[config.mk]
export PLATFORM = sky130hd
export DESIGN_NAME = quad_encoder_frontend
export DESIGN_NICKNAME = d
export VERILOG_FILES = /design/src/rtl/quad_encoder_frontend_pkg.sv /design/src/rtl/quad_debounce_channel.sv /design/src/rtl/quad_encoder_frontend.sv
export SDC_FILE = /design/constraint.sdc
export NUM_CORES = 1
export LEC_CHECK = 0
export CAP_MARGIN = 5
export CORE_MARGIN = 2
export CORE_UTILIZATION = 55
export CTS_BUF_LIST = sky130_fd_sc_hd__clkbuf_16
export DETAILED_ROUTE_END_ITERATION = 8
export GPL_TIMING_DRIVEN = 1
export PLACE_DENSITY_LB_ADDON = 0.15
export RECOVER_POWER = 50
export SLEW_MARGIN = 20
export SYNTH_ARGS = -nofsm -noshare
export SYNTH_HDL_FRONTEND = slang
export SYNTH_SLANG_ARGS = --single-unit
[constraint.sdc]
create_clock -name clk -period 4.3 [get_ports clk]
set_input_delay 0.86 -clock clk [delete_from_list [all_inputs] [get_ports clk]]
set_output_delay 0.86 -clock clk [all_outputs]
set_load 0.02 [all_outputs]
[src/rtl/quad_encoder_frontend_pkg.sv]
// Shared definitions for the quadrature encoder front end: decoder state
// encoding, direction constants and the transition classifier.
package quad_encoder_frontend_pkg;

  typedef enum logic [1:0] {
    S00 = 2'b00,
    S01 = 2'b01,
    S11 = 2'b11,
    S10 = 2'b10
  } quad_state_t;

  typedef enum logic [1:0] {
    EV_NONE,
    EV_CW,
    EV_CCW,
    EV_ILLEGAL
  } quad_event_t;

  localparam logic DIR_CW  = 1'b1;
  localparam logic DIR_CCW = 1'b0;
  localparam int   POS_W   = 10;

  // Clockwise successor in the Gray sequence S00 -> S01 -> S11 -> S10 -> S00.
  function automatic quad_state_t cw_next(input quad_state_t s);
    case (s)
      S00:     return S01;
      S01:     return S11;
      S11:     return S10;
      default: return S00;
    endcase
  endfunction

  function automatic quad_event_t classify(input quad_state_t cur, input quad_state_t nxt);
    if (nxt == cur)          return EV_NONE;
    if (nxt == cw_next(cur)) return EV_CW;
    if (cur == cw_next(nxt)) return EV_CCW;
    return EV_ILLEGAL;
  endfunction

endpackage

[src/rtl/quad_debounce_channel.sv]
// One encoder channel: 2-flop synchronizer followed by an optional stability
// filter compiled in with QUAD_DEBOUNCE_EN; otherwise the filter is a wire.
module quad_debounce_channel #(
  parameter int DEBOUNCE_CYCLES = 16
) (
  input  logic clk,
  input  logic reset,
  input  logic raw,
  output logic filt
);

  logic sync1;
  logic sync2;

  always_ff @(posedge clk or posedge reset) begin
    if (reset) begin
      sync1 <= 1'b0;
      sync2 <= 1'b0;
    end else begin
      sync1 <= raw;
      sync2 <= sync1;
    end
  end

`ifdef QUAD_DEBOUNCE_EN
  logic [15:0] count;
  logic        filt_state;

  // Counts consecutive cycles of disagreement; any agreement restarts the count.
  always_ff @(posedge clk or posedge reset) begin
    if (reset) begin
      count      <= 16'd0;
      filt_state <= 1'b0;
    end else if (sync2 == filt_state) begin
      count <= 16'd0;
    end else if (count == 16'(DEBOUNCE_CYCLES - 1)) begin
      count      <= 16'd0;
      filt_state <= sync2;
    end else begin
      count <= count + 16'd1;
    end
  end

  assign filt = filt_state;
`else
  // The filter length only matters when the filter exists.
  if (DEBOUNCE_CYCLES >= 0) begin : g_bypass
    assign filt = sync2;
  end
`endif

endmodule

[src/rtl/quad_encoder_frontend.sv]
// Quadrature encoder front end: synchronize/filter A and B, decode steps and
// keep a saturating position. Debounce filter is enabled by QUAD_DEBOUNCE_EN.
module quad_encoder_frontend
  import quad_encoder_frontend_pkg::*;
#(
  parameter int DEBOUNCE_CYCLES = 16,
  parameter int STEP_SIZE       = 4,
  parameter int POS_MIN         = 0,
  parameter int POS_MAX         = 576
) (
  input  logic             clk,
  input  logic             reset,
  input  logic             rota,
  input  logic             rotb,
  input  logic             pos_load,
  input  logic [POS_W-1:0] pos_load_value,
  output logic             step_valid,
  output logic             step_dir,
  output logic [POS_W-1:0] position,
  output logic             illegal
);

  localparam logic [POS_W:0] STEP_W = (POS_W + 1)'(STEP_SIZE);
  localparam logic [POS_W:0] MIN_W  = (POS_W + 1)'(POS_MIN);
  localparam logic [POS_W:0] MAX_W  = (POS_W + 1)'(POS_MAX);

  logic [1:0]   raw_ab;
  logic [1:0]   filt_ab;
  quad_state_t  state;
  quad_event_t  ev;
  logic [POS_W:0] pos_wide;
  logic [POS_W:0] pos_up;
  logic [POS_W:0] pos_down;
  logic [POS_W:0] load_wide;
  logic [POS_W:0] load_clamped;
  logic [POS_W:0] pos_next;

  assign raw_ab = {rota, rotb};

  for (genvar gi = 0; gi < 2; gi++) begin : g_chan
    quad_debounce_channel #(
      .DEBOUNCE_CYCLES(DEBOUNCE_CYCLES)
    ) u_chan (
      .clk  (clk),
      .reset(reset),
      .raw  (raw_ab[gi]),
      .filt (filt_ab[gi])
    );
  end

  // One bit of headroom keeps the increment from wrapping before the clamp.
  always_comb begin
    ev        = classify(state, quad_state_t'(filt_ab));
    pos_wide  = {1'b0, position};
    pos_up    = pos_wide + STEP_W;
    if (pos_up > MAX_W) pos_up = MAX_W;
    pos_down  = (pos_wide < MIN_W + STEP_W) ? MIN_W : pos_wide - STEP_W;
    load_wide = {1'b0, pos_load_value};
    if (load_wide < MIN_W)      load_clamped = MIN_W;
    else if (load_wide > MAX_W) load_clamped = MAX_W;
    else                        load_clamped = load_wide;
    pos_next = pos_wide;
    if (pos_load)            pos_next = load_clamped;
    else if (ev == EV_CW)    pos_next = pos_up;
    else if (ev == EV_CCW)   pos_next = pos_down;
  end

  // Decoder FSM; the state simply follows the filtered pair, even on illegal jumps.
  always_ff @(posedge clk or posedge reset) begin
    if (reset) begin
      state      <= S00;
      step_valid <= 1'b0;
      step_dir   <= DIR_CCW;
      illegal    <= 1'b0;
      position   <= POS_W'(POS_MIN);
    end else begin
      state      <= quad_state_t'(filt_ab);
      step_valid <= (ev == EV_CW) || (ev == EV_CCW);
      illegal    <= (ev == EV_ILLEGAL);
      if (ev == EV_CW)       step_dir <= DIR_CW;
      else if (ev == EV_CCW) step_dir <= DIR_CCW;
      position   <= POS_W'(pos_next);
    end
  end

endmodule

### Word level (Yosys, flattened, before mapping)

Index checks and enable logic that the tools add are counted.

| word-level totals | value |
|---|---|
| register bits after elaboration | 19 |
| logic and storage cells | 54 |

| operators by class | value |
|---|---|
| add/sub/neg operators | 2 |
| order comparisons | 3 |
| equal/unequal tests | 10 |
| mux-type cells | 25 |
| reductions and logical operators | 5 |

Operators with widths:

| kind | count |
|---|---|
| 10-bit 2-to-1 mux | 6 |
| 2-bit 2-to-1 mux | 9 |
| 2-bit case mux with 3 select lines | 2 |
| 10-bit by 3-bit adder with 11-bit output, second input constant | 1 |
| 11-bit by 10-bit > comparator with 1-bit output, second input constant | 1 |
| 10-bit > comparator, second input constant | 1 |
| 10-bit by 3-bit less-than comparator with 1-bit output, second input constant | 1 |
| 10-bit by 3-bit subtractor with 10-bit output, second input constant | 1 |
| 2-bit equality test, second input constant | 4 |
| 1-bit 2-to-1 mux | 8 |
| 2-bit by 1-bit equality test with 1-bit output, second input constant | 3 |
| 2-bit equality test | 3 |
| 2-bit logical NOT | 2 |
| 3-bit nonzero test | 1 |
| 2-bit nonzero test | 1 |
| 1-bit logical OR | 1 |

### Depth between registers and ports, before layout

Gate-level depths: netlist (run 1).

| logic depth | value |
|---|---|
| word-level depth | 19 |
| mapped depth | 12 |

### Modules after synthesis

From an unflattened synthesis (run 1), not the netlist that was laid out.

| second synthesis, totals | value |
|---|---|
| cells, all modules | 162 |
| area total of the unflattened synthesis | 1,395.1 um^2 |

By module, submodules not included:

| module | times used | cells each | area an instance (um^2) | seq. area each (um^2) |
|---|---|---|---|---|
| quad_encoder_frontend | 1 | 156 | 1,287.5 | 375.4 |
| quad_debounce_channel | 2 | 3 | 53.8 | 50.0 |

### Worst setup path after synthesis (run 1)

No wires, ideal clock.

| path | value |
|---|---|
| path type | flip-flop to flip-flop |
| start | reg position[2] |
| end | reg position[5] |
| setup time | 0.119 ns |
| data arrival time | 2.406 ns |
| required time | 4.181 ns |
| setup slack | 1.776 ns |
| cell stages (with the launch flop) | 9 |
| path buffers | 1 |
| clock period less this slack | 2.524 ns |
| path through | dfrtp_1 clkbuf_1 inv_1 ha_1 or4b_4 o41ai_4 o21ai_2 a221o_1 o21a_1 |

| on the way | value |
|---|---|
| word-level cells in the longest chain between the ends | 5 |

RTL lines:

| element | RTL line | text |
|---|---|---|
| start: declaration | quad_encoder_frontend.sv:19 | `output logic [POS_W-1:0] position,` |
| start signal: assignment | quad_encoder_frontend.sv:75 | `position <= POS_W'(POS_MIN);` |
| start signal: assignment | quad_encoder_frontend.sv:82 | `position <= POS_W'(pos_next);` |
| 10-bit by 3-bit adder with 11-bit output, or another cell as far along | quad_encoder_frontend.sv:55 | `pos_up = pos_wide + STEP_W;` |
| 11-bit by 10-bit > comparator with 1-bit output / 10-bit 2-to-1 mux (equally long branches) | quad_encoder_frontend.sv:56, quad_encoder_frontend.sv:57 |  |
| 10-bit 2-to-1 mux (on tied branches) | quad_encoder_frontend.sv:56, quad_encoder_frontend.sv:65 |  |
| 10-bit 2-to-1 mux * | quad_encoder_frontend.sv:64 | `else if (ev == EV_CW) pos_next = pos_up;` |
| 10-bit 2-to-1 mux * | quad_encoder_frontend.sv:63 | `if (pos_load) pos_next = load_clamped;` |

Mark *: on every way between the ends. The rest lies on a longest branch, timed or not. The select of a mux whose other input is x is not followed.
A chain may end at the register's enable or synchronous reset.

### Final worst setup path (run 1)

| path | value |
|---|---|
| start | in pos_load |
| end | reg position[9] |

| on the way | value |
|---|---|
| word-level cells in the longest chain between the ends | 1 |

RTL lines:

| element | RTL line | text |
|---|---|---|
| start: declaration | quad_encoder_frontend.sv:15 | `input logic pos_load,` |
| 3-bit nonzero test (no source line) / 10-bit 2-to-1 mux (equally long branches) | -- |  |

Several ways; a longest one is shown, not always the timed one.

==> results of run 1 <==
[area by class of cell]
class	instances	share of cell area
Multi-Input combinational cell	126	0.4744
Timing Repair Buffer	27	0.1579
Tap cell	30	0.02193
Clock inverter	1	0.004386
Inverter	9	0.01974
Clock buffer	3	0.04386
Sequential cell	19	0.2778
[flip-flops by register name, summed over array words and instances, names as in the netlist]
register	flops
step_dir	1
state	2
illegal	1
g_chan.u_chan.sync1	2
position	10
g_chan.u_chan.filt	2
step_valid	1
[worst max-delay path by stage]
stage,endpoint,cells past startpoint,start,slack [ps]
floorplan,position[5]$_DFFE_PP0P_,8,position[2]$_DFFE_PP0P_,1780
CTS,position[9]$_DFFE_PP0P_,6,pos_load,1470
finish,position[9]$_DFFE_PP0P_,6,pos_load,1440
global route,position[9]$_DFFE_PP0P_,6,pos_load,1290
global placement,position[5]$_DFFE_PP0P_,5,pos_load,1350
detailed placement,position[9]$_DFFE_PP0P_,6,pos_load,1260
[cell families (layout without fill, tap and decap cells)]
logic type | count (synthesis) | after routing
simple gates | 62 | 62
compound gates | 51 | 51
flops | 19 | 19
buf+inv | 19 | 40
fa+ha+maj | 6 | 6
mux | 4 | 4
xor+xnor | 3 | 3
[layout by cell type (no fill, tap or decap), drive strengths merged, types with 2 or more instances in the layout]
cell	Yosys	layout
a21oi	10	10
clkdlybuf4s50	0	24
dlygate4sd3	0	3
and3	5	5
a2bb2oi	2	2
o211ai	3	3
nor4	4	4
nand2b	4	4
nand3	6	6
a31oi	4	4
ha	6	6
a32o	3	3
nor2	13	13
xnor2	2	2
dfrtp	19	19
o21a	3	3
o21ai	14	14
inv	9	9
mux2i	4	4
nor3	9	9
clkbuf	7	3
nand2	17	17
[through the flow]
stage | hold slack, ps | cell area [µm²] | util | setup WS [ps]
after global placement | 331.8 | 1629 | 0.6698 | 1355
after global routing | 362.2 | 1712 | 0.7037 | 1294
after detailed placement | 343.4 | 1629 | 0.6698 | 1258
after floorplan | 331.2 | 1390 | - | 1776
final | 354.0 | 1712 | 0.7037 | 1438
after CTS | 356.0 | 1712 | 0.7037 | 1465
[power groups by stage]
stage | Sequential (W) | Combinational [W] | Clock [W]
3_3_place_gp | 0.000293 | 0.000319 | 0
5_1_grt | 0.000302 | 0.000361 | 0.000205
2_1_floorplan | 0.000279 | 0.000240 | 0
6_report | 0.000294 | 0.000331 | 0.000197
4_1_cts | 0.000292 | 0.000330 | 0.000197
3_5_place_dp | 0.000296 | 0.000328 | 0
[metal layers]
layer / track usage / routed length, µm / part of all wire
met1: 0.3449 / 1479 / 0.42
met2: 0.4438 / 1766 / 0.50
met3: 0.03279 / 246 / 0.069
met4: 0.08750 / 50 / 0.014
met5: 0 / 0 / 0
==> impl_summary.log, run 1 <==
[metrics] cell row count: 18
[metrics] root buf cell: sky130_fd_sc_hd__clkbuf_16
[metrics] Vias per Instance: 6.312
[metrics] Final Hold Viols: 0
[metrics] Reg2Reg Depth: 9
[metrics] Power Internal: 0.0004942 W
[metrics] share of Yosys cell area claimed by the top area cell type: 0.3420
[metrics] maximum resistive drop on vdd: 0.3392 mV
[metrics] switching power: 0.0003277 W
[metrics] sort of element at the start of the critical path: input port
[metrics] Arrival @ worst endpoint: 2970 ps
[metrics] Vert. Die Dim: 54.28 µm
[metrics] number of warnings printed during yosys synthesis: 0
[metrics] mean cell area of the mapped netlist: 8.476 µm²
[metrics] Final Critical Period: 2862 ps
[metrics] combined global-route utilization of all metal layers: 0.2620
[metrics] number of optimization iterations in the first detailed-route pass: 4
[metrics] proportion of layout cells with a drive suffix above 1: 0.05946
[metrics] effective utilization at floorplan: 0.5715
[metrics] CTS resizes: 0
[metrics] end of the worst register-to-register path: position[9]$_DFFE_PP0P_
[metrics] pin count of the biggest net entering global routing: 20
[metrics] largest buffer count on any clock path: 2
[metrics] final weighted congestion in routability-driven placement: 0.9068
[metrics] CTS HTree Levels: 1
[metrics] fraction of synthesis flops using an asynchronous set or reset pin: 1.000
[metrics] DRC viols: 0
[metrics] Die Width: 54.28 µm
[metrics] area fraction in and, or, nand and nor cells after synthesis: 0.2214
[metrics] number of antenna violations at the first check in global routing: 0
[metrics] final critical-path share of the clock period: 0.6656
[metrics] classification of the worst setup path: in -> reg
[metrics] Final Net Count: 207
[metrics] Mapped Nets: 185
[metrics] register bit total from synthesis: 19
[metrics] Final Total Pwr: 0.0008219 W
[metrics] Worst Clk Skew: 4.793 ps
[metrics] count of cells along the worst hold path: 0
[metrics] portion of total power attributed to combinational logic: 0.402
[metrics] most area-hungry cell type in the Yosys netlist: sky130_fd_sc_hd__dfrtp_1
[metrics] proportion of synthesized area in mux cells: 0.02880
[metrics] overall die area: 0.002946 mm²
[metrics] number of global-route vias before repair: 1,222
[metrics] count of placed standard cells in the final layout, fillers left out: 215
[metrics] clock tree from TritonCTS: built
[metrics] adder and majority gate portion of the synthesized area: 0.05401
[metrics] switching part of the total power: 0.3987
[metrics] Cells after Synth: 164
[metrics] Cell Area, Synth: 0.001390 mm²
[metrics] final wirelength: 3542 µm
[metrics] proportion of power drawn by flip-flops and latches: 0.358
[metrics] Clk pwr share: 0.240
[metrics] Yosys cell types: 42
[metrics] count of input and output buffers: 27
[metrics] area of the core region: 0.002432 mm²
[metrics] number of DRC markers in iteration 0: 51
[metrics] largest family of logic cells by synthesized area: compound AO/OA/AOI/OAI gates
[metrics] clock buffers created by TritonCTS: 3
[metrics] Max FO, Critical Path: 11
[metrics] critical path buffer and inverter count: 1
[metrics] number of top-level pins: 28
[metrics] end of the worst hold path: g_chan[1].u_chan.filt$_DFF_PP0_
[metrics] cell types with the highest counts after synthesis: sky130_fd_sc_hd__dfrtp_1 (19), sky130_fd_sc_hd__nand2_1 (17), sky130_fd_sc_hd__nor2_1 (13), sky130_fd_sc_hd__o21ai_0 (13), sky130_fd_sc_hd__a21oi_1 (10)
[metrics] crit-path leading delay family: simple AND/OR/NAND/NOR gates
[metrics] most area-consuming cells after synthesis: sky130_fd_sc_hd__dfrtp_1 (34%), sky130_fd_sc_hd__ha_1 (5.4%), sky130_fd_sc_hd__o21ai_0 (4.7%)
[metrics] reg2reg start: state[1]$_DFF_PP0_
[metrics] delay contributed by the slowest stage of the critical path: 940 ps
[metrics] maximum frequency from static timing analysis: 349.4 MHz
[metrics] Setup Fix Bufs, Post-CTS: 0
[metrics] aggregate global routing overflow: 0
[metrics] max-cap violations: 0
[metrics] EDFF count, synth: 0
[metrics] slew at the pin closest to its max-slew limit: 1072 ps
[metrics] number of setup violations in the final report: 0
[metrics] clock-pin slew on the worst setup and hold paths: 60 ps
[metrics] XOR/XNOR Fraction of Synth Area: 0.01890
[metrics] list of cells traversed by the critical path: clkdlybuf4s50_1, nor3_1, nor2_1, mux2i_1, a2bb2oi_1, o311ai_0
[metrics] clock latency at the later pin of the worst-skew pair: 250 ps
[metrics] TNS Setup: 0 ps
[metrics] leading cell type by number of instances after synthesis: sky130_fd_sc_hd__dfrtp_1
[metrics] post-DP HPWL: 2626 µm
[metrics] leading register cell type out of synthesis: sky130_fd_sc_hd__dfrtp_1
[metrics] synthesized-area fraction occupied by ao, oa, aoi and oai cells: 0.2610
[metrics] kind of path behind the tightest hold check: reg -> reg
[metrics] Slowest cell on crit path: sky130_fd_sc_hd__nor3_1
[metrics] CP required: 4400 ps
[metrics] post-cts hold buffer count: 0
[metrics] DR WL/cell: 16.47 µm
[metrics] number of sinks driven by the clock tree: 19
[metrics] sequential area share after synthesis: 0.3420
[metrics] Slew HR: 0.2802
[metrics] area of all sequential standard cells: 475.5 µm²
[metrics] FILL cells: 196
[metrics] count of antenna-violating nets left after detailed routing: 0
[metrics] RSZ-0062 raised after global routing: false
[metrics] launch point of the worst hold path: g_chan[1].u_chan.sync1$_DFF_PP0_
[metrics] diode count: 0
[metrics] number of placed cells counting well taps: 211
[metrics] Reg2Reg Setup Slack: 1540 ps
[metrics] run status: finished clean
[metrics] crit path capture type: register
[metrics] overall via count from detail_route: 1,357
[metrics] layout overhead on the synthesized area: 23.13%
[metrics] Final Slew Violations: 0
[metrics] static leakage: 0.7019 nW
[metrics] first-pass GRT wire length: 5478 µm
[metrics] power per unit of standard cell area: 480.2 mW/mm²
[metrics] multi-input combinational cell area: 812.0 µm²
No activity file was read; power rests on OpenSTA's default activity.
==> inputs of run 2 (changes only) <==
--- a/config.mk
+++ b/config.mk
@@ -7,7 +7,7 @@
 export LEC_CHECK = 0
 export CAP_MARGIN = 5
 export CORE_MARGIN = 2
-export CORE_UTILIZATION = 55
+export CORE_UTILIZATION = 51
 export CTS_BUF_LIST = sky130_fd_sc_hd__clkbuf_16
 export DETAILED_ROUTE_END_ITERATION = 8
 export GPL_TIMING_DRIVEN = 1
==> constraint.sdc (replaced) <==
create_clock -name clk -period 2.75 [get_ports clk]
set_input_delay 0.55 -clock clk [delete_from_list [all_inputs] [get_ports clk]]
set_output_delay 0.55 -clock clk [all_outputs]
set_load 0.02 [all_outputs]
==> run 2 against run 1 <==
- worst setup slack worse by 1100 ps
- largest cell class unchanged
- non-clock buffer count up 7
- critical path type is now reg -> reg
- routed wire length is 7.5% higher
- clock power increased by 57%
- flip-flop and latch count unchanged
- core utilization decreased by 0.33 points
- power rose by 63%
==> impl_summary.log, run 2 (synthesis results as in run 1) <==
[metrics] number of antenna violations at the first check in global routing: 0 (unchanged)
[metrics] final weighted congestion in routability-driven placement: 0.8959 (was 0.9068)
[metrics] clock tree from TritonCTS: built (unchanged)
[metrics] Vert. Die Dim: 56.21 µm (was 54.28 µm)
[metrics] clock buffers created by TritonCTS: 3 (unchanged)
[metrics] final critical-path share of the clock period: 0.8821
[metrics] proportion of layout cells with a drive suffix above 1: 0.09896 (was 0.05946)
[metrics] classification of the worst setup path: reg -> reg (was in -> reg)
[metrics] slew at the pin closest to its max-slew limit: 760.0 ps (was 1072 ps)
[metrics] CTS HTree Levels: 1 (unchanged)
[metrics] number of sinks driven by the clock tree: 19 (unchanged)
[metrics] Final Total Pwr: 0.001336 W (was 0.0008219 W)
[metrics] pin count of the biggest net entering global routing: 20 (unchanged)
[metrics] area of the core region: 0.002522 mm² (was 0.002432 mm²)
[metrics] Final Net Count: 214 (was 207)
[metrics] post-place setup slack: 242.3 ps (was 1258 ps)
[metrics] cell row count: 18 (unchanged)
[metrics] count of antenna-violating nets left after detailed routing: 0 (unchanged)
[metrics] kind of path behind the tightest hold check: reg -> reg (unchanged)
[metrics] critical path startpoint: position[2]$_DFFE_PP0P_ (was pos_load)
[metrics] Slew HR: 0.4928 (was 0.2802)
[metrics] diode count: 0 (unchanged)
[metrics] flip-flop count of the largest register after layout: 10 (unchanged)
[metrics] root buf cell: sky130_fd_sc_hd__clkbuf_16 (unchanged)
[metrics] Final Slew Violations: 0 (unchanged)
[metrics] TNS Setup: 0 ps (unchanged)
[metrics] sort of element at the start of the critical path: register (was input port)
[metrics] DR WL/cell: 17.16 µm (was 16.47 µm)
[metrics] max-cap violations: 0 (unchanged)
[metrics] layout overhead on the synthesized area: 27.09% (was 23.13%)
[metrics] final wirelength: 3809 µm (was 3542 µm)
[metrics] reg2reg start: position[2]$_DFFE_PP0P_ (was state[1]$_DFF_PP0_)
[metrics] clock-pin slew on the worst setup and hold paths: 60 ps (about the same)
[metrics] power per unit of standard cell area: 756.3 mW/mm² (was 480.2 mW/mm²)
[metrics] clock latency at the later pin of the worst-skew pair: 250 ps (about the same)
[metrics] Arrival @ worst endpoint: 2570 ps (was 2970 ps)
[metrics] Die Width: 56.21 µm (was 54.28 µm)
[metrics] CP required: 2890 ps (was 4400 ps)
[metrics] end of the worst register-to-register path: position[5]$_DFFE_PP0P_ (was position[9]$_DFFE_PP0P_)
[metrics] combined global-route utilization of all metal layers: 0.2556 (was 0.2620)
[metrics] aggregate global routing overflow: 0 (unchanged)
[metrics] Vias per Instance: 6.450 (was 6.312)
[metrics] Layout Utilization: 0.7004 (was 0.7037)
[metrics] CTS resizes: 0 (unchanged)
[metrics] most common library cell in the layout ignoring fill and taps: sky130_fd_sc_hd__clkdlybuf4s50_1 (unchanged)
[metrics] Top reg by flops: position (unchanged)
[metrics] overall via count from detail_route: 1,432 (was 1,357)
[metrics] post-DP HPWL: 2811 µm (was 2626 µm)
[metrics] first-pass GRT wire length: 6389 µm (was 5478 µm)
[metrics] Final Hold Viols: 0 (unchanged)
[metrics] post-cts hold buffer count: 0 (unchanged)
[metrics] maximum resistive drop on vdd: 0.4987 mV (was 0.3392 mV)
[metrics] Setup Fix Bufs, Post-CTS: 0 (unchanged)
[metrics] number of global-route vias before repair: 1,324 (was 1,222)
[metrics] number of DRC markers in iteration 0: 68 (was 51)
[metrics] run status: finished clean (unchanged)
[metrics] static leakage: 0.7367 nW (was 0.7019 nW)
[metrics] maximum frequency from static timing analysis: 412.2 MHz
[metrics] most frequent cells in the layout: sky130_fd_sc_hd__clkdlybuf4s50_1 (24), sky130_fd_sc_hd__dfrtp_1 (19), sky130_fd_sc_hd__nand2_1 (17), sky130_fd_sc_hd__o21ai_0 (13), sky130_fd_sc_hd__nor2_1 (12) (was sky130_fd_sc_hd__clkdlybuf4s50_1 (24), sky130_fd_sc_hd__dfrtp_1 (19), sky130_fd_sc_hd__nand2_1 (17), sky130_fd_sc_hd__nor2_1 (13), sky130_fd_sc_hd__o21ai_0 (13))
[metrics] overall die area: 0.003159 mm² (was 0.002946 mm²)
[metrics] count of input and output buffers: 27 (unchanged)
[metrics] Reg2Reg Depth: 7 (was 9)
[metrics] final worst-path setup slack: 324.1 ps (was 1438 ps)
[metrics] effective utilization at floorplan: 0.5511 (was 0.5715)
[metrics] DRC viols: 0 (unchanged)
[metrics] CP endpoint: position[5]$_DFFE_PP0P_ (was position[9]$_DFFE_PP0P_)
[metrics] number of top-level pins: 28 (unchanged)
[metrics] Max FO, Critical Path: 7 (was 11)
[metrics] Final Critical Period: 2426 ps
[metrics] largest buffer count on any clock path: 2 (unchanged)
[metrics] Reg2Reg Setup Slack: 320 ps (was 1540 ps)
[metrics] Worst Clk Skew: 1.235 ps (was 4.793 ps)
[metrics] number of setup violations in the final report: 0 (unchanged)
[metrics] crit path capture type: register (unchanged)
[metrics] number of optimization iterations in the first detailed-route pass: 4 (unchanged)
[metrics] RSZ-0062 raised after global routing: false (unchanged)
==> run 2: changes by cell type in the layout (fill, tap and decap cells not counted), sizes merged <==
cell  change
buf       +7
==> run 2: per-layer routing <==
| layer | part of all wire | vias up | global-route usage | routed length, µm |
|---|---|---|---|---|
| li1 | - | 657 | - | - |
| met1 | 0.41 | 660 | 0.3647 | 1577 |
| met2 | 0.47 | 101 | 0.3866 | 1793 |
| met3 | 0.092 | 14 | 0.04186 | 352 |
| met4 | 0.022 | 0 | 0.09524 | 85 |
| met5 | 0 | - | 0 | 0 |
==> run 2: final cells by class <==
class | instances | area (µm²)
repair buffers | 34 | 322.8
flip-flops and latches | 19 | 475.5
clock inverters | 1 | 7.507
fillers | 218 | 755.7
inverters | 9 | 33.78
multi-input cells | 126 | 814.5
clock buffers | 3 | 75.07
well taps | 30 | 37.54
==> run 2: critical path, stage by stage, from the launching register on <==
cell                      delay (ps)
sky130_fd_sc_hd__dfrtp_1         380
sky130_fd_sc_hd__inv_1            90
sky130_fd_sc_hd__ha_1            240
sky130_fd_sc_hd__or4b_4          530
sky130_fd_sc_hd__o41ai_4         440
sky130_fd_sc_hd__o21ai_2         140
sky130_fd_sc_hd__a221o_1         330
sky130_fd_sc_hd__o21a_1          160
==> run 2: worst min-delay path by stage <==
stage                                 endpoint  cells after the start  slack, ps                        startpoint
2_1_floorplan  g_chan[0].u_chan.filt$_DFF_PP0_                      0        330  g_chan[0].u_chan.sync1$_DFF_PP0_
3_3_place_gp   g_chan[0].u_chan.filt$_DFF_PP0_                      0        330  g_chan[0].u_chan.sync1$_DFF_PP0_
3_5_place_dp   g_chan[0].u_chan.filt$_DFF_PP0_                      0        340  g_chan[0].u_chan.sync1$_DFF_PP0_
4_1_cts        g_chan[0].u_chan.filt$_DFF_PP0_                      0        350  g_chan[0].u_chan.sync1$_DFF_PP0_
5_1_grt        g_chan[0].u_chan.filt$_DFF_PP0_                      0        370  g_chan[0].u_chan.sync1$_DFF_PP0_
6_report       g_chan[0].u_chan.filt$_DFF_PP0_                      0        350  g_chan[0].u_chan.sync1$_DFF_PP0_
==> run 2: through the flow <==
step,hold WS (ps),cell area [µm²],instances
2_1_floorplan,331.2,1390,164
3_3_place_gp,332.8,1682,218
3_5_place_dp,335.8,1682,218
4_1_cts,348.8,1764,222
5_1_grt,370.4,1767,222
6_report,347.1,1767,222
==> run 2: report_power, final <==
group          internal, W  total (W)  switching, W  leakage [nW]
Clock             0.000197   0.000309      0.000112        0.0371
Combinational     0.000276   0.000609      0.000333         0.467
Sequential        0.000328   0.000418     0.0000905         0.232
